## src/rtl/alu_multicycle.sv

```systemverilog
// rtl/alu_multicycle.sv - registered ALU with single-cycle ops and a WIDTH-cycle shift-add MUL
module alu_multicycle #(
  parameter int WIDTH = 16,
  parameter int KW    = $clog2(WIDTH)
) (
  input  logic               clk,
  input  logic               reset,
  input  logic               start,
  input  logic [5:0]         encoded_opcode,
  input  logic [KW-1:0]      kbit,
  input  logic [WIDTH-1:0]   rs1data,
  input  logic [WIDTH-1:0]   rs2data,
  input  logic [7:0]         statusregin,
  output logic               busy,
  output logic               done,
  output logic [WIDTH-1:0]   aluout1,
  output logic [WIDTH-1:0]   aluout2,
  output logic [7:0]         statusregout
);

  typedef enum logic [1:0] {IDLE, MUL, DONE} state_t;

  localparam logic [5:0] OP_INV = 6'b000110, OP_TWC = 6'b000111, OP_INC = 6'b001000,
                         OP_DEC = 6'b001001, OP_SEB = 6'b001101, OP_CLB = 6'b001110,
                         OP_ADD = 6'b010001, OP_ADC = 6'b010010, OP_SUB = 6'b010011,
                         OP_SBC = 6'b010100, OP_GHA = 6'b010101, OP_GHS = 6'b010110,
                         OP_AND = 6'b011101, OP_OR  = 6'b011110, OP_XOR = 6'b011111,
                         OP_MUL = 6'b100001, OP_FS_LO = 6'b101001, OP_FS_HI = 6'b110110;
  localparam logic [KW-1:0] LAST = KW'(WIDTH - 1);

  state_t              state;
  logic [KW-1:0]       cnt;
  logic [2*WIDTH-1:0]  acc, mcand, acc_next;
  logic [WIDTH-1:0]    mplier;
  logic [7:0]          sr_q, mul_sr;

  logic [WIDTH-1:0]    ax, ay, res;
  logic                acin, asub, ov, arith_f, logic_f;
  logic [WIDTH:0]      t;
  logic [7:0]          sr_n;
  logic [3:0]          fidx;

  // Shared adder/subtractor; t[WIDTH] is carry for adds and borrow for subtracts.
  always_comb begin
    ax   = rs1data;
    ay   = rs2data;
    acin = 1'b0;
    asub = 1'b0;
    case (encoded_opcode)
      OP_TWC: begin ax = '0; ay = rs1data; asub = 1'b1; end
      OP_INC: ay = {{(WIDTH-1){1'b0}}, 1'b1};
      OP_DEC: begin ay = {{(WIDTH-1){1'b0}}, 1'b1}; asub = 1'b1; end
      OP_ADC: acin = statusregin[2];
      OP_SUB, OP_GHS: asub = 1'b1;
      OP_SBC: begin asub = 1'b1; acin = statusregin[2]; end
      default: ;
    endcase
    if (asub) begin
      t  = {1'b0, ax} - {1'b0, ay} - {{WIDTH{1'b0}}, acin};
      ov = (ax[WIDTH-1] != ay[WIDTH-1]) && (t[WIDTH-1] != ax[WIDTH-1]);
    end else begin
      t  = {1'b0, ax} + {1'b0, ay} + {{WIDTH{1'b0}}, acin};
      ov = (ax[WIDTH-1] == ay[WIDTH-1]) && (t[WIDTH-1] != ax[WIDTH-1]);
    end
  end

  always_comb begin
    res     = rs1data;
    sr_n    = statusregin;
    arith_f = 1'b0;
    logic_f = 1'b0;
    fidx    = encoded_opcode[3:0] - 4'd9;
    case (encoded_opcode)
      OP_ADD, OP_ADC, OP_INC, OP_SUB, OP_SBC, OP_DEC, OP_TWC: begin
        res = t[WIDTH-1:0]; arith_f = 1'b1;
      end
      OP_GHA, OP_GHS: res = t[WIDTH-1:0];
      OP_INV: begin res = ~rs1data; logic_f = 1'b1; end
      OP_AND: begin res = rs1data & rs2data; logic_f = 1'b1; end
      OP_OR:  begin res = rs1data | rs2data; logic_f = 1'b1; end
      OP_XOR: begin res = rs1data ^ rs2data; logic_f = 1'b1; end
      OP_SEB: begin res[kbit] = 1'b1; logic_f = 1'b1; end
      OP_CLB: begin res[kbit] = 1'b0; logic_f = 1'b1; end
      default: begin
        // Set/clear pairs: even offset sets, odd offset clears, bit = offset/2.
        if (encoded_opcode >= OP_FS_LO && encoded_opcode <= OP_FS_HI)
          sr_n[fidx[3:1]] = ~fidx[0];
      end
    endcase
    if (arith_f || logic_f) begin
      sr_n[0] = (res == '0);
      sr_n[1] = res[WIDTH-1];
      sr_n[2] = arith_f & t[WIDTH];
      sr_n[4] = arith_f & ov;
    end
    sr_n[7] = 1'b0;
  end

  assign acc_next = acc + (mplier[0] ? mcand : '0);

  always_comb begin
    mul_sr    = sr_q;
    mul_sr[0] = (acc_next == '0);
    mul_sr[1] = acc_next[2*WIDTH-1];
    mul_sr[2] = 1'b0;
    mul_sr[4] = (acc_next[2*WIDTH-1:WIDTH] != '0);
    mul_sr[7] = 1'b0;
  end

  always_ff @(posedge clk) begin
    if (reset) begin
      state        <= IDLE;
      busy         <= 1'b0;
      done         <= 1'b0;
      aluout1      <= '0;
      aluout2      <= '0;
      statusregout <= '0;
      cnt          <= '0;
      acc          <= '0;
      mcand        <= '0;
      mplier       <= '0;
      sr_q         <= '0;
    end else begin
      done <= 1'b0;
      case (state)
        MUL: begin
          acc    <= acc_next;
          mcand  <= mcand << 1;
          mplier <= mplier >> 1;
          cnt    <= cnt + 1'b1;
          if (cnt == LAST) begin
            state        <= DONE;
            busy         <= 1'b0;
            done         <= 1'b1;
            aluout1      <= acc_next[WIDTH-1:0];
            aluout2      <= acc_next[2*WIDTH-1:WIDTH];
            statusregout <= mul_sr;
          end
        end
        default: begin
          if (start && encoded_opcode == OP_MUL) begin
            state  <= MUL;
            busy   <= 1'b1;
            cnt    <= '0;
            acc    <= '0;
            mcand  <= {{WIDTH{1'b0}}, rs1data};
            mplier <= rs2data;
            sr_q   <= statusregin;
          end else if (start) begin
            state        <= DONE;
            done         <= 1'b1;
            aluout1      <= res;
            aluout2      <= '0;
            statusregout <= sr_n;
          end else begin
            state <= IDLE;
          end
        end
      endcase
    end
  end

endmodule
```

## config.mk

```make
export PLATFORM = sky130hd
export DESIGN_NAME = alu_multicycle
export DESIGN_NICKNAME = d
export VERILOG_FILES = /design/src/rtl/alu_multicycle.sv
export SDC_FILE = /design/constraint.sdc
export NUM_CORES = 1
export LEC_CHECK = 0
export ABC_AREA = 1
export CAP_MARGIN = 10
export CORE_MARGIN = 3
export CORE_UTILIZATION = 50
export DETAILED_ROUTE_END_ITERATION = 6
export PLACE_DENSITY = 0.7
export SYNTH_ARGS = -nofsm -noshare
export SYNTH_HDL_FRONTEND = slang
export SYNTH_SLANG_ARGS = --single-unit
export TNS_END_PERCENT = 30
```

## constraint.sdc

```tcl
create_clock -name clk -period 5.9 [get_ports clk]
set_input_delay 1.18 -clock clk [delete_from_list [all_inputs] [get_ports clk]]
set_output_delay 1.18 -clock clk [all_outputs]
set_load 0.1 [all_outputs]
```

==> flow_metrics.env <==
export IMPL_cts_root_buf="clkbuf_16"
export IMPL_syn_instance_count=1989
export IMPL_drc=0
export IMPL_post_route_period_util=0.9065
export IMPL_grt_ovfl_total=0
export IMPL_dieArea_sq_um=25250
export IMPL_regToRegSetupSlack_ns=2.14
export IMPL_slew_headroom=0.3345
export IMPL_core_sq_um=22780
export IMPL_switching_share=0.3672
export IMPL_fin_nets=2204
export IMPL_wl_per_cell_um=17.32
export IMPL_r2r_cells=21
export IMPL_ctsResizeCount=0
export IMPL_rsz0062_at_grt="no"
export IMPL_grt_pass1_wl_um=65380
export IMPL_fin_util=0.5957
export IMPL_cts_sinks=130
export IMPL_crit_fanout=11
export IMPL_crit_type="in2reg"
export IMPL_hold_class="reg2reg"
export IMPL_grt_pass1_vias=12430
export IMPL_synth_warnings=0
export IMPL_synth_edf_count=0
export IMPL_syn_area_sq_um=11690
export IMPL_first_pass_iters=6
export IMPL_status="finished clean"
export IMPL_combPwrFrac=0.289
export IMPL_placed_cell_area_sq_um=12990
export IMPL_maxCapViolCount=0
export IMPL_endpoint="statusregout[0]$_SDFFE_PP0P_"
export IMPL_startpoint="encoded_opcode[1]"
export IMPL_num_antenna_cells=0
export IMPL_syn_mean_instance_area_sq_um=5.878
export IMPL_critical_path_arrival_ns=5.70
export IMPL_max_freq_ghz=0.1870
export IMPL_dieHeight_um=158.9
export IMPL_grt_total_usage=0.3186
export IMPL_power_switching_mw=1.016
export IMPL_drive_gt1_frac=0.05002
export IMPL_cp_data_required_time_ns=6.26
export IMPL_cts_max_level=4
export IMPL_fillers=2317
export IMPL_numCtsBuffers=17
export IMPL_ctsHoldBuffers=0
export IMPL_clkPwrFrac=0.382
export IMPL_hold_violations=0
export IMPL_place_hpwl_um=32780
export IMPL_ys_flop_type="dfxtp_1"
export IMPL_post_drt_via_cell_ratio=5.570
export IMPL_clock_latency_ns=0.43
export IMPL_drt_iter0_drc=1301
export IMPL_r2r_end="statusregout[4]$_SDFFE_PP0P_"
export IMPL_fin_tns_setup_ns=0
export IMPL_final_area_sq_um=13570
export IMPL_worst_clock_skew_ns=0.01561
export IMPL_final_antenna_net_count=0
export IMPL_r2r_start="mplier[0]$_SDFFE_PP0P_"
export IMPL_dr_total_vias=13320
export IMPL_grt_max_degree=73
export IMPL_area_growth_pct=16.06
export IMPL_async_flop_share=0
export IMPL_seq_power_share=0.329
export IMPL_portBuffers=92
export IMPL_path_clk_slew_ns=0.06
export IMPL_seq_area_frac_synth=0.2226
export IMPL_p_int_mw=1.752
export IMPL_cts_tree="built"
export IMPL_worstSetupEndpointType="flop"
export IMPL_layout_common_cells="nand2_1 (571), inv_1 (267), nor2_1 (195)"
export IMPL_num_io_pins=95
export IMPL_period_minus_slack_ns=5.348
export IMPL_synth_seq_cells=130
export IMPL_synth_fp_nets=2127
export IMPL_max_vdd_ir_drop_uv=193.1
export IMPL_gp_congestion=0.9795
export IMPL_start_util=0.5133
export IMPL_power_density_nw_per_um2=204.0
export IMPL_slew_viol_final=0
export IMPL_cts_buffer_depth=2
export IMPL_rows=55
export IMPL_fp_dieW_um=158.9
export IMPL_antenna_found_initial=1
export IMPL_postCtsSetupBuffers=0
export IMPL_layout_commonest_cell="nand2_1"
export IMPL_yosysUniqueCellTypes=49
export IMPL_tightest_slew_ns=0.9951
export IMPL_routed_wl_um=41440
export IMPL_p_leak_nw=6.517
export IMPL_startpoint_type="input pin"
export IMPL_setup_violations=0
[cell usage after synthesis (2+ instances only)]
library cell,count,area (sq um)
nand2_1,572,2147
o21ai_0,121,605.6
buf_4,6,45.04
dfxtp_1,130,2603
xnor2_1,5,43.79
a221oi_1,2,17.52
a21boi_0,4,30.03
buf_1,6,22.52
fa_1,5,100.1
buf_2,10,50.05
and2_1,2,12.51
clkinv_1,2,7.510
nand3_2,2,20.02
nor2_4,4,45.04
a21oi_1,155,775.7
a31oi_1,32,200.2
nand3b_1,10,75.07
inv_2,5,18.77
or2_2,5,31.28
o21ai_1,7,35.03
nand4_1,20,125.1
inv_1,268,1006
nor2_1,196,735.7
xor2_1,21,183.9
nand3_1,166,830.8
o211ai_1,17,127.6
o21bai_1,7,52.55
o21a_1,7,52.55
o22ai_1,16,100.1
clkbuf_1,47,176.4
a21o_1,2,15.01
nor2_2,9,56.30
nor4_1,2,12.51
nand2_2,3,18.77
o221ai_1,14,122.6
nor3_1,16,80.08
a211oi_1,2,15.01
ha_1,80,1001
[worst max-delay path: stages]
cell             delay [ns]
clkdlybuf4s50_1        0.56
inv_1                  0.11
ha_1                   0.23
nand3_1                0.17
inv_1                  0.09
nor2_1                 0.18
inv_1                  0.18
buf_12                 0.19
o22ai_1                0.24
ha_1                   0.32
ha_1                   0.36
a21oi_1                0.22
o21ai_0                0.20
a21oi_1                0.20
nand2_1                0.08
nand2_1                0.07
nand3_1                0.12
nand3_1                0.11
nand2_1                0.10
nor2_1                 0.09
nand2_1                0.06
nor2_1                 0.16
nand3_1                0.16
nand2_1                0.10
nand2_1                0.06
a21oi_2                0.15
[sequential cells by signal, indices dropped and copies added, names as in the netlist]
signal / flops
cnt: 4
mcand: 32
aluout2: 16
busy: 1
sr_q: 3
done: 1
statusregout: 7
acc: 32
state: 2
aluout1: 16
mplier: 16
[cell type report]
class,count,area (sq um),area share
Multi-Input combinational cell,1514,7761,0.5720
Sequential cell,130,2603,0.1918
Timing Repair Buffer,128,1199,0.08834
Inverter,275,1032,0.07607
Clock buffer,18,439.2,0.03237
Tap cell,313,391.6,0.02886
Clock inverter,14,143.9,0.01060
[stage by stage]
stage                     total power [mW]  instances  worst slack (ns)  hold WS, ns
after floorplan                      1.467       1989             1.389       0.4297
after global routing                 2.888       2392           0.08222       0.4771
after global placement               1.711       2360            0.2914       0.4392
final                                2.768       2392            0.5519       0.4623
after CTS                            2.767       2392            0.6093       0.4546
after detailed placement             1.718       2360            0.1719       0.4437
[power groups by stage]
| stage | Combinational (mW) | Sequential [mW] | Clock (mW) |
|---|---|---|---|
| floorplan | 0.404 | 1.06 | 0 |
| global placement | 0.781 | 0.930 | 0 |
| detailed placement | 0.788 | 0.930 | 0 |
| CTS | 0.791 | 0.910 | 1.07 |
| global route | 0.872 | 0.912 | 1.10 |
| finish | 0.800 | 0.911 | 1.06 |
[worst min path at each step]
stage / start / end / slack, ns / depth (start not counted)
after floorplan: sr_q[5]$_SDFFE_PP0P_ / sr_q[5]$_SDFFE_PP0P_ / 0.43 / 2
after global placement: busy$_SDFFE_PP0P_ / busy$_SDFFE_PP0P_ / 0.44 / 2
after detailed placement: busy$_SDFFE_PP0P_ / busy$_SDFFE_PP0P_ / 0.44 / 2
after CTS: busy$_SDFFE_PP0P_ / busy$_SDFFE_PP0P_ / 0.45 / 2
after global routing: sr_q[5]$_SDFFE_PP0P_ / sr_q[5]$_SDFFE_PP0P_ / 0.48 / 2
final: busy$_SDFFE_PP0P_ / busy$_SDFFE_PP0P_ / 0.46 / 2
[cells by family after synthesis]
| group | count (synthesis) | synth area share |
|---|---|---|
| simple gates | 1010 | 0.3600 |
| compound gates | 392 | 0.1890 |
| buf+inv | 345 | 0.1144 |
| flops | 130 | 0.2226 |
| fa+ha+maj | 85 | 0.09418 |
| xor+xnor | 26 | 0.01948 |
| other cells | 1 | 0.0003208 |
[per-layer routing]
metal  track usage  vias up  share of wire
li1              -     6636              -
met1        0.4125     6157           0.43
met2        0.5488      438           0.48
met3       0.03496       91          0.059
met4        0.1178        2          0.036
met5             0        -        0.00031
No activity file was read; power rests on OpenSTA's default activity.
